### src/rtl/pipeline_pkg.sv
// Shared pipeline constants: register-address widths, forwarding selects,
// the load result-source encoding and the PC-select redirect bit.
package pipeline_pkg;

   localparam int unsigned REG_ADDR_W   = 5;
   localparam int unsigned FWD_SEL_W    = 2;
   localparam int unsigned RESULT_SRC_W = 3;
   localparam int unsigned PC_SRC_W     = 2;

   typedef logic [REG_ADDR_W-1:0] reg_addr_t;
   typedef logic [FWD_SEL_W-1:0]  fwd_sel_t;

   localparam fwd_sel_t NO_FORWARD  = 2'b00;
   localparam fwd_sel_t WB_FORWARD  = 2'b01;
   localparam fwd_sel_t MEM_FORWARD = 2'b10;

   localparam logic [RESULT_SRC_W-1:0] RESULT_SRC_LOAD = 3'b100;

   localparam int unsigned PC_SRC_REDIRECT_BIT = 1;

endpackage

### src/rtl/hazard_ctrl_unit_forward_sel.sv
// Single-operand Execute-stage forwarding comparator; Memory result has
// priority over Writeback, and x0 is never forwarded.
module forward_sel
   import pipeline_pkg::*;
(
   input  logic [REG_ADDR_W-1:0] rs_e_i,
   input  logic [REG_ADDR_W-1:0] rd_m_i,
   input  logic                  reg_write_m_i,
   input  logic [REG_ADDR_W-1:0] rd_w_i,
   input  logic                  reg_write_w_i,
   output logic [FWD_SEL_W-1:0]  forward_o
);

   always_comb begin
      forward_o = NO_FORWARD;
      if (rs_e_i != '0) begin
         if (reg_write_m_i && (rs_e_i == rd_m_i)) begin
            forward_o = MEM_FORWARD;
         end else if (reg_write_w_i && (rs_e_i == rd_w_i)) begin
            forward_o = WB_FORWARD;
         end
      end
   end

endmodule

### src/rtl/hazard_ctrl_unit.sv
// Pipeline hazard controller: combinational stall/flush/forward controls.
// Define HAZARD_PERF_CNT_EN to add load-stall, miss-stall and redirect counters.
module hazard_ctrl_unit
   import pipeline_pkg::*;
#(
   parameter int unsigned CNT_WIDTH = 32
) (
   input  logic                    clk_i,
   input  logic                    reset_i,
   input  logic                    instr_miss_f_i,
   input  logic [REG_ADDR_W-1:0]   rs1_d_i,
   input  logic [REG_ADDR_W-1:0]   rs2_d_i,
   input  logic [REG_ADDR_W-1:0]   rs1_e_i,
   input  logic [REG_ADDR_W-1:0]   rs2_e_i,
   input  logic [REG_ADDR_W-1:0]   rd_e_i,
   input  logic [RESULT_SRC_W-1:0] result_src_e_i,
   input  logic [PC_SRC_W-1:0]     pc_src_i,
   input  logic [REG_ADDR_W-1:0]   rd_m_i,
   input  logic                    reg_write_m_i,
   input  logic [REG_ADDR_W-1:0]   rd_w_i,
   input  logic                    reg_write_w_i,
   input  logic [PC_SRC_W-1:0]     pc_src_reg_i,
   input  logic                    instr_cache_rep_active_i,
   output logic                    stall_f_o,
   output logic                    stall_d_o,
   output logic                    stall_e_o,
   output logic                    stall_m_o,
   output logic                    stall_w_o,
   output logic                    flush_d_o,
   output logic                    flush_e_o,
   output logic [FWD_SEL_W-1:0]    forward_a_e_o,
   output logic [FWD_SEL_W-1:0]    forward_b_e_o
`ifdef HAZARD_PERF_CNT_EN
   ,
   output logic [CNT_WIDTH-1:0]    load_stall_cnt_o,
   output logic [CNT_WIDTH-1:0]    miss_stall_cnt_o,
   output logic [CNT_WIDTH-1:0]    redirect_flush_cnt_o
`endif
);

   logic lw_stall;
   logic redirect_now;
   logic redirect_prev;

   forward_sel u_fwd_a (
      .rs_e_i        (rs1_e_i),
      .rd_m_i        (rd_m_i),
      .reg_write_m_i (reg_write_m_i),
      .rd_w_i        (rd_w_i),
      .reg_write_w_i (reg_write_w_i),
      .forward_o     (forward_a_e_o)
   );

   forward_sel u_fwd_b (
      .rs_e_i        (rs2_e_i),
      .rd_m_i        (rd_m_i),
      .reg_write_m_i (reg_write_m_i),
      .rd_w_i        (rd_w_i),
      .reg_write_w_i (reg_write_w_i),
      .forward_o     (forward_b_e_o)
   );

   assign lw_stall      = (result_src_e_i == RESULT_SRC_LOAD) && (rd_e_i != '0) &&
                          ((rs1_d_i == rd_e_i) || (rs2_d_i == rd_e_i));
   assign redirect_now  = pc_src_i[PC_SRC_REDIRECT_BIT];
   assign redirect_prev = pc_src_reg_i[PC_SRC_REDIRECT_BIT];

   // Fetch is released for one cycle during a miss so a pending redirect target can load.
   assign stall_f_o = lw_stall ||
                      (instr_miss_f_i && !(redirect_prev && !instr_cache_rep_active_i));
   assign stall_d_o = lw_stall || instr_miss_f_i;
   assign stall_e_o = instr_miss_f_i;
   assign stall_m_o = instr_miss_f_i;
   assign stall_w_o = instr_miss_f_i;

   assign flush_d_o = redirect_now;
   assign flush_e_o = lw_stall || (redirect_now && (!instr_miss_f_i || redirect_prev));

`ifdef HAZARD_PERF_CNT_EN
   always_ff @(posedge clk_i or posedge reset_i) begin
      if (reset_i) begin
         load_stall_cnt_o     <= '0;
         miss_stall_cnt_o     <= '0;
         redirect_flush_cnt_o <= '0;
      end else begin
         if (lw_stall)       load_stall_cnt_o     <= load_stall_cnt_o + CNT_WIDTH'(1);
         if (instr_miss_f_i) miss_stall_cnt_o     <= miss_stall_cnt_o + CNT_WIDTH'(1);
         if (flush_d_o)      redirect_flush_cnt_o <= redirect_flush_cnt_o + CNT_WIDTH'(1);
      end
   end

   logic unused_pc_bits;
   assign unused_pc_bits = ^{pc_src_i[0], pc_src_reg_i[0]};
`else
   logic unused_inputs;
   assign unused_inputs = ^{clk_i, reset_i, pc_src_i[0], pc_src_reg_i[0]};
`endif

endmodule

### config.mk
export PLATFORM = sky130hd
export DESIGN_NAME = hazard_ctrl_unit
export DESIGN_NICKNAME = d
export VERILOG_FILES = /design/src/rtl/pipeline_pkg.sv /design/src/rtl/hazard_ctrl_unit_forward_sel.sv /design/src/rtl/hazard_ctrl_unit.sv
export SDC_FILE = /design/constraint.sdc
export NUM_CORES = 1
export LEC_CHECK = 0
export ABC_AREA = 0
export BUFFER_PORTS_ARGS = -buffer_cell sky130_fd_sc_hd__buf_2
export CORE_MARGIN = 4
export CORE_UTILIZATION = 34
export DETAILED_ROUTE_END_ITERATION = 6
export GPL_TIMING_DRIVEN = 0
export PLACE_DENSITY = 0.85
export SYNTH_ARGS = -nofsm -noshare
export SYNTH_HDL_FRONTEND = slang
export SYNTH_SLANG_ARGS = --single-unit
export TNS_END_PERCENT = 1
### constraint.sdc
create_clock -name vclk -period 2
set_clock_uncertainty 0.15 [all_clocks]
set_input_delay 0.4 -clock vclk [all_inputs]
set_output_delay 0.4 -clock vclk [all_outputs]
set_load 0.1 [all_outputs]
After elaboration in Yosys (flattened, before gate mapping)
Index checks and enable logic that the tools add are counted.
{ "op_classes": {"n_addsub": 0, "mul": 0, "div_mod_pow": 0, "magnitude_cmp": 0, "eq_ne": 7, "shifts": 0, "n_mux": 6, "bitwise_logic": 0, "n_reduce_logical": 20} }
{ "op_table": {"columns": ["cell", "n"], "rows": [
  ["5-bit equality test", 6],
  ["5-bit nonzero test", 3],
  ["1-bit logical AND", 9],
  ["2-bit two-way mux", 4],
  ["1-bit logical OR", 5],
  ["3-bit equality test, second input constant", 1],
  ["1-bit logical NOT", 3],
  ["1-bit two-way mux", 2]
]} }
{ "totals": {"regBits": 0, "latch_bits": 0, "mem_bits_rw": 0, "rom_bits": 0, "in_bits": 48, "output_inout_bits": 11, "n_memories": 0} }

Depth between registers and ports, before layout
{ "logic_depth": {"word_depth": 5, "depth_mapped": 4, "depth_no_buf": 4} }

Modules after synthesis
A second synthesis with hierarchy kept.
{ "hier_totals": {"cells_unflattened": 64, "area_unflattened_um2": 462.9} }
{ "modules_own_cells": {"columns": ["mod", "n_inst", "cells_per_inst", "area_per_inst_um2", "seq_area_each_um2"], "rows": [
  ["forward_sel", 2, 18, 132.6, 0.0],
  ["hazard_ctrl_unit", 1, 28, 197.7, 0.0]
]} }

Worst setup path after synthesis
Ideal clock, no wire load.
{ "synth_timing": {"path_type": "input to output", "start": "input port rd_m_i[0]", "end": "output port forward_a_e_o[1]", "t_arrival_ps": 3154, "required_time_ps": 1450, "setup_slack_ps": -1704, "path_stages": 4, "n_path_buf": 0, "cell_sequence": "xor2_1 -> nor4_1 -> and3_1 -> a21boi_0"} }
{ "synth_via": {"elab_chain_len": 4} }
{ "synth_lines": {"columns": ["item", "line", "rtl"], "rows": [
  ["start, declared", "hazard_ctrl_unit.sv:18", "input logic [REG_ADDR_W-1:0] rd_m_i,"],
  ["5-bit equality test", "hazard_ctrl_unit_forward_sel.sv:17", "if (reg_write_m_i && (rs_e_i == rd_m_i)) begin"],
  ["1-bit logical AND", "hazard_ctrl_unit_forward_sel.sv:17", null],
  ["2-bit two-way mux", "hazard_ctrl_unit_forward_sel.sv:17", null],
  ["2-bit two-way mux", "hazard_ctrl_unit_forward_sel.sv:16", "if (rs_e_i != '0) begin"],
  ["end, declared", "hazard_ctrl_unit.sv:31", "output logic [FWD_SEL_W-1:0] forward_a_e_o,"]
]} }
Every way passes these cells.

Worst setup path after layout
{ "layout_timing": {"start": "input port rd_e_i[4]", "end": "output port stall_f_o"} }
{ "layout_via": {"elab_chain_len": 4} }
{ "layout_lines": {"columns": ["item", "line", "rtl"], "rows": [
  ["start, declared", "hazard_ctrl_unit.sv:15", "input logic [REG_ADDR_W-1:0] rd_e_i,"],
  ["5-bit equality test or 5-bit nonzero test (tied branches)", "hazard_ctrl_unit.sv:64, hazard_ctrl_unit.sv:63", null],
  ["1-bit logical OR or 1-bit logical AND (tied branches)", "hazard_ctrl_unit.sv:64, hazard_ctrl_unit.sv:63", null],
  ["1-bit logical AND (*)", "hazard_ctrl_unit.sv:63", "assign lw_stall = (result_src_e_i == RESULT_SRC_LOAD) && (rd_e_i != '0) &&"],
  ["1-bit logical OR (*)", "hazard_ctrl_unit.sv:69", "assign stall_f_o = lw_stall ||"],
  ["end, declared", "hazard_ctrl_unit.sv:24", "output logic stall_f_o,"]
]} }
Mark *: on every way between the ends. The rest lies on a longest branch, timed or not.

==> summary.md <==
| Metric | Value |
|---|---|
| Total wire length | 1988 um |
| Setup slack after layout | -180.2 ps |
| Clock power share | 0% |
| Distinct cells, synth | 17 |
| Syn nets | 114 |
| Wire per inst | 14.41 um |
| Avg Cell Area, Syn | 7.052 um^2 |
| Worst VDD drop | 0.1320 mV |
| CP Max Fanout | 3 |
| GRT Util Overall | 18.71% |
| Top cells by area, synth | xor2_1 (45%), nor3_1 (8.6%), xnor2_1 (7.5%) |
| FP Rows | 13 |
| Startpoint Class | input port |
| GR Overflow Total | 0 |
| Die Wd | 45 um |
| F_max | 458.7 MHz |
| Count of flip-flops and latches | 0 |
| Max Slew Vio Count | 0 |
| Register area | 0 um^2 |
| Worst Hold Class | input port to output pin |
| Inst Count DP | 136 |
| Logic gate share of total power | 100.0% |
| P_leak | 0.0004869 uW |
| Synth area leader | xor2_1 |
| Antenna-violating nets left | 0 |
| WP data required | 1450 ps |
| Placed wire-length estimate | 1508 um |
| Synthesized area | 465.4 um^2 |
| Critical path class | input port to output pin |
| ANT cells | 0 |
| Clock buffer cells | 0 |
| Syn Inst Count | 66 |
| Gpl congestion | 0.8109 |
| Area Growth Syn to Fin | 127.7% |
| I/O Buffers | 55 |
| Capturing element type of the critical path | output pin |
| Failing checks | setup timing |
| Vias/cell | 5.109 |
| Register area share after synthesis | 0% |
| Global-route wire length before repair | 2973 um |
| Hold buffers post-CTS | 0 |
| Final std cells w/o fill | 138 |
| Final core utilization | 81.44% |
| Largest net degree at the start of global routing | 5 |
| Nets@finish | 173 |
| Pre-antenna DRT Iters | 4 |
| Sw power | 169.6 uW |
| Final critical-path share of the clock period | 109.0% |
| Power Density | 264.0 mW/mm^2 |
| Slew @ Worst Pin | 487.7 ps |
| Slowest cell delay on critical path | 540 ps |
| Buf/Inv on CP | 2 |
| Initial antenna violation count | 0 |
| TNS Setup | -849.0 ps |
| Switch share | 60.62% |
| Synth warn | 0 |
| Vias in the first global route | 733 |
| DRC viols | 0 |
| Slew margin rel. | 67.71% |
| CP Cell Sequence | buf_8 > or4_4 > o211ai_4 > o22ai_4 > buf_12 |
| Area share of the largest cell type after synthesis | 45.16% |
| Post-route minimum period | 2180 ps |
| Slowest CP cell | or4_4 |
| RSZ-0062 raised after global routing | yes |
| Endpoints failing setup | 6 |
| Outcome | complete, but fails checks |
| Core area | 0.001301 mm^2 |
| Initial DRC count | 4 |
| Initial Utilization | 35.77% |
| Hold Vio Cnt, Final | 0 |
| Die H | 45 um |
| Max cap viols | 0 |
| Internal | 110.2 uW |
| Via count | 705 |
| Data arrival, critical path | 1630 ps |
| Power Total | 279.8 uW |
| Min Hold Slack | 1082 ps |
| Die area | 0.002025 mm^2 |
| Critical path's top delay family | simple AND/OR/NAND/NOR gates |
| # IOs | 59 |
| Layout cells sized above 1 | 65.04% |
| Flop pwr share | 0% |
==> what timing repair did <==
action                                  in CTS  in global routing
pin swaps                                    4                  8
gates resized for setup                     34                 15
endpoints found under the setup margin       7                  7
setup buffers                                1                  1
==> Yosys cell counts <==
| master | number |
|---|---|
| nor3_1 | 8 |
| xor2_1 | 24 |
| buf_4 | 4 |
| inv_1 | 3 |
| nor4_1 | 4 |
| a22oi_1 | 1 |
| nand3_1 | 2 |
| a21boi_0 | 2 |
| o22ai_1 | 1 |
| xnor2_1 | 4 |
| a21oi_1 | 2 |
| nor2_1 | 3 |
| o21ai_0 | 3 |
| or4_1 | 1 |
| o211ai_2 | 1 |
| nor2b_1 | 1 |
| and3_1 | 2 |
==> per-stage QoR <==
step / setup slack, ps / area, um^2
5_1_grt: -219.2 / 1060
3_3_place_gp: -370.1 / 840.8
2_1_floorplan: -172.7 / 546.8
4_1_cts: -220.8 / 984.7
6_report: -180.2 / 1060
3_5_place_dp: -409.9 / 840.8
==> power groups by stage <==
| stage | sequential (uW) | combinational (uW) | clock (uW) |
|---|---|---|---|
| 2_1_floorplan | 0 | 149 | 0 |
| 3_3_place_gp | 0 | 226 | 0 |
| 3_5_place_dp | 0 | 232 | 0 |
| 4_1_cts | 0 | 262 | 0 |
| 5_1_grt | 0 | 295 | 0 |
| 6_report | 0 | 280 | 0 |
==> cell families (layout without fill, tap and decap cells) <==
kind of cell | after synthesis | in the layout | share of synthesized area, %
AND/OR/NAND/NOR | 21 | 21 | 24.19
buffers and inverters | 7 | 64 | 8.871
AO/OA/AOI/OAI | 10 | 10 | 14.25
XOR/XNOR | 28 | 28 | 52.69
==> layout by cell type, fill, tap and decap left out, drive strengths merged, types with 2 or more instances in the layout <==
cell type	count
nor4	4
inv	3
a21boi	2
o21ai	3
buf	61
xnor2	4
xor2	24
and3	2
a21oi	2
nand3	2
nor2	3
nor3	8
==> layout make-up <==
class                      instances  area (um^2)
tap                               15        18.77
fill                              80        241.5
multi-input combinational         59        581.8
buffer                             4        30.03
inverter                           3        11.26
timing repair buffer              57        417.9
==> per-layer routing <==
layer,up-vias,track usage (%),share of wire (%)
met4,0,3.509,1.2
met5,-,0,0
li1,342,-,-
met1,310,20.33,34
met3,2,1.992,13
met2,51,37.85,52
==> final timing paths <==
check	depth (start not counted)	slack, ps	to	startpoint
setup / recovery	5	-180	stall_f_o	rd_e_i[4]
hold / removal	4	1080	forward_a_e_o[0]	reg_write_w_i
(Power assumes the default switching activity.)
